`src/rtl/sata_scrambler_ctrl.sv`:
```
// rtl/sata_scrambler_ctrl.sv - SATA link-layer scrambler sequencer driving an external 32-bit LFSR
module sata_scrambler_ctrl #(
  parameter int FRAMEMAX = 2048
) (
  input  logic        clk,
  input  logic        reset_n,
  input  logic        enable,
  input  logic [31:0] i_dat,
  input  logic        i_val,
  input  logic        i_sop,
  input  logic        i_eop,
  input  logic        i_prim,
  output logic        i_rdy,
  output logic [31:0] o_dat,
  output logic        o_val,
  output logic        o_sop,
  output logic        o_eop,
  output logic        o_prim,
  input  logic        o_rdy,
  output logic        lfsr_ena,
  output logic        lfsr_init,
  input  logic [31:0] lfsr_data,
  output logic        frame_err
);

  localparam int CW = $clog2(FRAMEMAX + 2);
  localparam logic [CW-1:0] CNT_MAX = CW'(FRAMEMAX);
  localparam logic [CW-1:0] CNT_SAT = CW'(FRAMEMAX + 1);
  localparam logic [CW-1:0] CNT_ONE = CW'(1);

  typedef enum logic [1:0] {
    IDLE   = 2'd0,
    DATA   = 2'd1,
    REINIT = 2'd2
  } state_t;

  state_t        state;
  logic [CW-1:0] count;
  logic          scr_en;

  logic stall;
  logic early_sop;
  logic xfer_in;
  logic is_sop;
  logic frame_dat;
  logic eff_scr;
  logic reinit_go;
  logic len_err;

  // Handshake and dword classification for the current cycle
  always_comb begin
    stall     = o_val & ~o_rdy;
    // A new SOP arriving inside a frame means the EOP was lost; it is held off until reinit
    early_sop = (state == DATA) & i_val & i_sop & ~i_prim;
    i_rdy     = (state != REINIT) & ~stall & ~early_sop;
    xfer_in   = i_val & i_rdy;
    is_sop    = ~i_prim & i_sop & (state == IDLE);
    frame_dat = ~i_prim & (is_sop | (state == DATA));
    // The SOP dword itself already uses the freshly sampled enable
    eff_scr   = is_sop ? enable : scr_en;
    reinit_go = (state == REINIT) & ~stall;
    len_err   = xfer_in & frame_dat & ~is_sop & (count == CNT_MAX);
  end

  // LFSR sequencing: advance on scrambled frame data, reseed at frame end or after a lost EOP
  always_comb begin
    lfsr_ena  = reinit_go | (xfer_in & frame_dat & (eff_scr | i_eop));
    lfsr_init = reinit_go | (xfer_in & frame_dat & i_eop);
  end

  // Frame FSM with dword counter, sampled scramble enable and registered error pulse
  always_ff @(posedge clk or negedge reset_n) begin
    if (!reset_n) begin
      state     <= IDLE;
      count     <= '0;
      scr_en    <= 1'b0;
      frame_err <= 1'b0;
    end else begin
      frame_err <= early_sop | len_err;
      if (xfer_in && frame_dat) begin
        if (is_sop) begin
          count  <= CNT_ONE;
          scr_en <= enable;
        end else if (count != CNT_SAT) begin
          count <= count + CNT_ONE;
        end
      end
      case (state)
        IDLE: begin
          if (xfer_in && is_sop && !i_eop) state <= DATA;
        end
        DATA: begin
          if (early_sop)                           state <= REINIT;
          else if (xfer_in && frame_dat && i_eop)  state <= IDLE;
        end
        REINIT: begin
          if (!stall) state <= IDLE;
        end
        default: state <= IDLE;
      endcase
    end
  end

  // Single output register stage; held while downstream stalls
  always_ff @(posedge clk or negedge reset_n) begin
    if (!reset_n) begin
      o_dat  <= '0;
      o_val  <= 1'b0;
      o_sop  <= 1'b0;
      o_eop  <= 1'b0;
      o_prim <= 1'b0;
    end else if (xfer_in) begin
      o_dat  <= (frame_dat && eff_scr) ? (i_dat ^ lfsr_data) : i_dat;
      o_val  <= 1'b1;
      o_sop  <= i_sop;
      o_eop  <= i_eop;
      o_prim <= i_prim;
    end else if (o_rdy) begin
      o_val <= 1'b0;
    end
  end

endmodule
```
`config.mk`:
```
export PLATFORM = sky130hd
export DESIGN_NAME = sata_scrambler_ctrl
export DESIGN_NICKNAME = d
export VERILOG_FILES = /design/src/rtl/sata_scrambler_ctrl.sv
export SDC_FILE = /design/constraint.sdc
export NUM_CORES = 1
export LEC_CHECK = 0
export CORE_AREA = 2 2 81 83
export CTS_BUF_LIST = sky130_fd_sc_hd__clkbuf_8
export DETAILED_ROUTE_END_ITERATION = 12
export DIE_AREA = 0 0 83 85
export MAX_ROUTING_LAYER = met4
export PLACE_DENSITY = 0.86
export SLEW_MARGIN = 0
export SYNTH_ARGS = -nofsm -noshare
export SYNTH_HDL_FRONTEND = slang
export SYNTH_SLANG_ARGS = --single-unit
```
`constraint.sdc`:
```
create_clock -name clk -period 3.3 [get_ports clk]
set_input_delay 0.66 -clock clk [delete_from_list [all_inputs] [get_ports clk]]
set_output_delay 0.66 -clock clk [all_outputs]
set_load 0.01 [all_outputs]
```
==> impl_metrics.toml <==
[pwr]
power_mw = 1.86
clockPowerShare_pct = 20.6
power_density_mw_per_mm2 = 440
vdd_ir_drop_max_uv = 243
p_sw_share_pct = 32.1
p_leak_nw = 1.60
p_int_mw = 1.26
comb_power_share_pct = 34.5
power_frac_seq_pct = 44.8
switching_power_uw = 597

[setup_path]
ff2ff_setup_slack_ns = 1.01
required_ns = 2.64
cp_max_fo = 5
worstRegToRegCells = 4
rr_endpoint = "count[0]$_DFFE_PN0P_"
critPathLaunchType = "primary input"
crit_path_end_kind = "output port"
critPathArrivalTime_ns = 2.42
path_class = "in -> out"
worstReg2RegStart = "count[2]$_DFFE_PN0P_"

[finish]
fin_util_pct = 68.0
fillerInstances = 501
drive_gt1_share_pct = 7.62
insertedDiodeCount = 0
layout.nets = 481
synthToLayoutAreaGrowth_pct = 41.9

[sta]
fin_skew_ns = 0.0116
rsz0062_at_grt = "false"
fmax_ghz = 0.324
layout_setup_ws_ns = 0.217
finalCritPeriodShare_pct = 93.4
final-hold-violation-count = 0
fin_crit_ns = 3.08
slew_violations = 0
setup_viol = 0
worst_pin_slew_ns = 0.894
relSlewSlack_pct = 40.4
fin_hold_ws_ns = 0.472
setup_tns_ns = 0

[place]
place.port_buffers = 111
gp_congestion = 0.917
dp_worst_setup_slack_ns = 0.0888
dpl.hpwl_mm = 5.90

[synthesis]
syn_nets = 379
synth_area_leaders = "dfrtp_1 (44%), a21oi_1 (12%), xor2_1 (9.7%), o211ai_1 (8.1%), clkbuf_1 (2.5%)"
synth-edff-count = 0
yosysWarningCount = 0
yosysUniqueCellTypes = 46
synth_cells = 304
synth_top_area_share_pct = 43.8
synth_area_mm2 = 0.00297
synth.avg_cell_area_um2 = 9.78
synthArstFlopShare_pct = 100
synth_seq_cells = 52
ys_seq_area_share_pct = 43.8
yosysTopAreaCell = "dfrtp_1"
synth_top_flop_cell = "dfrtp_1"

[cts]
cts_max_level = 2
root_buffer = "clkbuf_8"
insertion_delay_ns = 0.31
hold_buffers = 0
path_clk_slew_ns = 0.10
tritoncts = "yes"
clockBufferDepth = 2
clock_sinks = 52
cts_buffers = 5

[detailed_routing]
routedWlPerCell_um = 16.8
wl_mm = 8.13
post-route-drc-count = 0
drt_pass1_iterations = 4
ant_nets = 0
drtIter0Drc = 154
dr_total_vias = 2832
vias_per_cell = 5.85

[status]
status = "completed"

[floorplan]
start_util_pct = 47.9
fp.dieW_um = 83
ios = 112
dieArea_mm2 = 0.00706
rows = 29
dieHeight_um = 85
core-area_mm2 = 0.00620

[min_path]
hold_path_class = "in -> async"

[flow_run]
cap_violations = 0

[global_route]
grt_pass1_vias = 2899
antenna_found_initial = 0
grt_usage_pct = 24.8
grt_remaining_overflow = 0
grt_pass1_wl_mm = 13.7
grt_max_degree = 39
worst max-delay path, stage by stage:
cell and delay (ns):
clkdlybuf4s50_1 0.54, inv_1 0.16, nand3_1 0.08, o32a_1 0.36, nor2_1 0.09, clkdlybuf4s50_1 0.54
cell usage after synthesis, drive strengths merged (2+ instances only):
cell    number
and2         2
a21oi       74
o21ai        4
o211ai      32
ha           3
mux2i        2
or3          2
clkbuf      21
mux2         3
nand2        7
dfrtp       52
nor2         5
nor3b        2
nand2b       2
xor2        33
or4         11
and3         2
inv          6
nand4        4
nand3        5
o31ai        9
buf          6
routing by layer:
| layer | global-route usage, % | vias to the layer above | share of wire (%) |
|---|---|---|---|
| li1 | - | 1337 | - |
| met1 | 30.2 | 1384 | 42 |
| met2 | 41.9 | 98 | 51 |
| met3 | 4.38 | 13 | 5.1 |
| met4 | 8.35 | 0 | 2.0 |
| met5 | - | - | 0 |
worst max-delay path by stage:
stage / startpoint / endpoint / slack [ns] / cells past startpoint
final: i_prim / lfsr_init / 0.22 / 6
after detailed placement: i_val / lfsr_ena / 0.09 / 6
after CTS: i_val / lfsr_ena / 0.07 / 6
after global placement: i_prim / lfsr_ena / 0.14 / 6
after global routing: i_prim / lfsr_init / 0.12 / 6
after floorplan: i_sop / lfsr_ena / 0.86 / 5
cell usage in the layout, fill, tap and decap left out, types with 2 or more instances in the layout:
cell and n:
clkdlybuf4s50_1 109, a21oi_1 74, dfrtp_1 52, xor2_1 33
o211ai_1 32, buf_4 11, or4_1 10, o31ai_1 9
nand2_1 7, inv_1 6, clkbuf_8 6, nand3_1 5
nor2_1 4, nand4_1 4, o21ai_0 3, mux2_2 3
ha_1 3, and3_1 2, and2_1 2, nand2b_1 2
nor3b_1 2, or3_1 2, mux2i_1 2, clkinv_2 2
area by class of cell:
type | count | area, um2 | area share, %
clock inverter | 2 | 10.0 | 0.237
multi-input combinational | 219 | 1520 | 36.0
inverter | 6 | 22.5 | 0.533
tap | 77 | 96.3 | 2.28
clock buffer | 6 | 82.6 | 1.96
sequential | 52 | 1300 | 30.8
timing repair buffer | 122 | 1190 | 28.2
flip-flops by register name, summed over array words and instances, names as in the netlist:
register and flops:
count 12, frame_err 1, o_dat 32, o_eop 1
o_prim 1, o_sop 1, o_val 1, scr_en 1
state 2
kinds of logic after synthesis:
group                      after synthesis  share of synthesized area (%)
DFF                                     52                           43.8
buffers and inverters                   33                           5.22
and+or+nand+nor                         51                           11.9
xor gates and xnor gates                33                           9.72
muxes                                    5                           1.81
adders and majority gates                3                           1.26
AOI/OAI and AO/OA                      127                           26.3
repair_timing:
| action | 4_1_cts | 5_1_grt |
|---|---|---|
| setup buffers | 0 | 0 |
| endpoints found under the setup margin | 0 | 1 |
| gates resized for setup | 0 | 1 |
| hold endpoints to repair | 0 | 0 |
metrics by stage:
stage,cell area [um2],cells
final,4220,484
after global routing,4220,484
after CTS,4220,484
after detailed placement,4130,476
after global placement,4130,476
after floorplan,2970,304
power groups by stage:
stage | sequential, mW | clock [mW] | combinational, mW
CTS | 0.830 | 0.390 | 0.648
floorplan | 0.870 | 0 | 0.252
global placement | 0.837 | 0 | 0.624
global route | 0.847 | 0.414 | 0.702
finish | 0.832 | 0.383 | 0.641
detailed placement | 0.841 | 0 | 0.644
No activity file was read; power rests on OpenSTA's default activity.
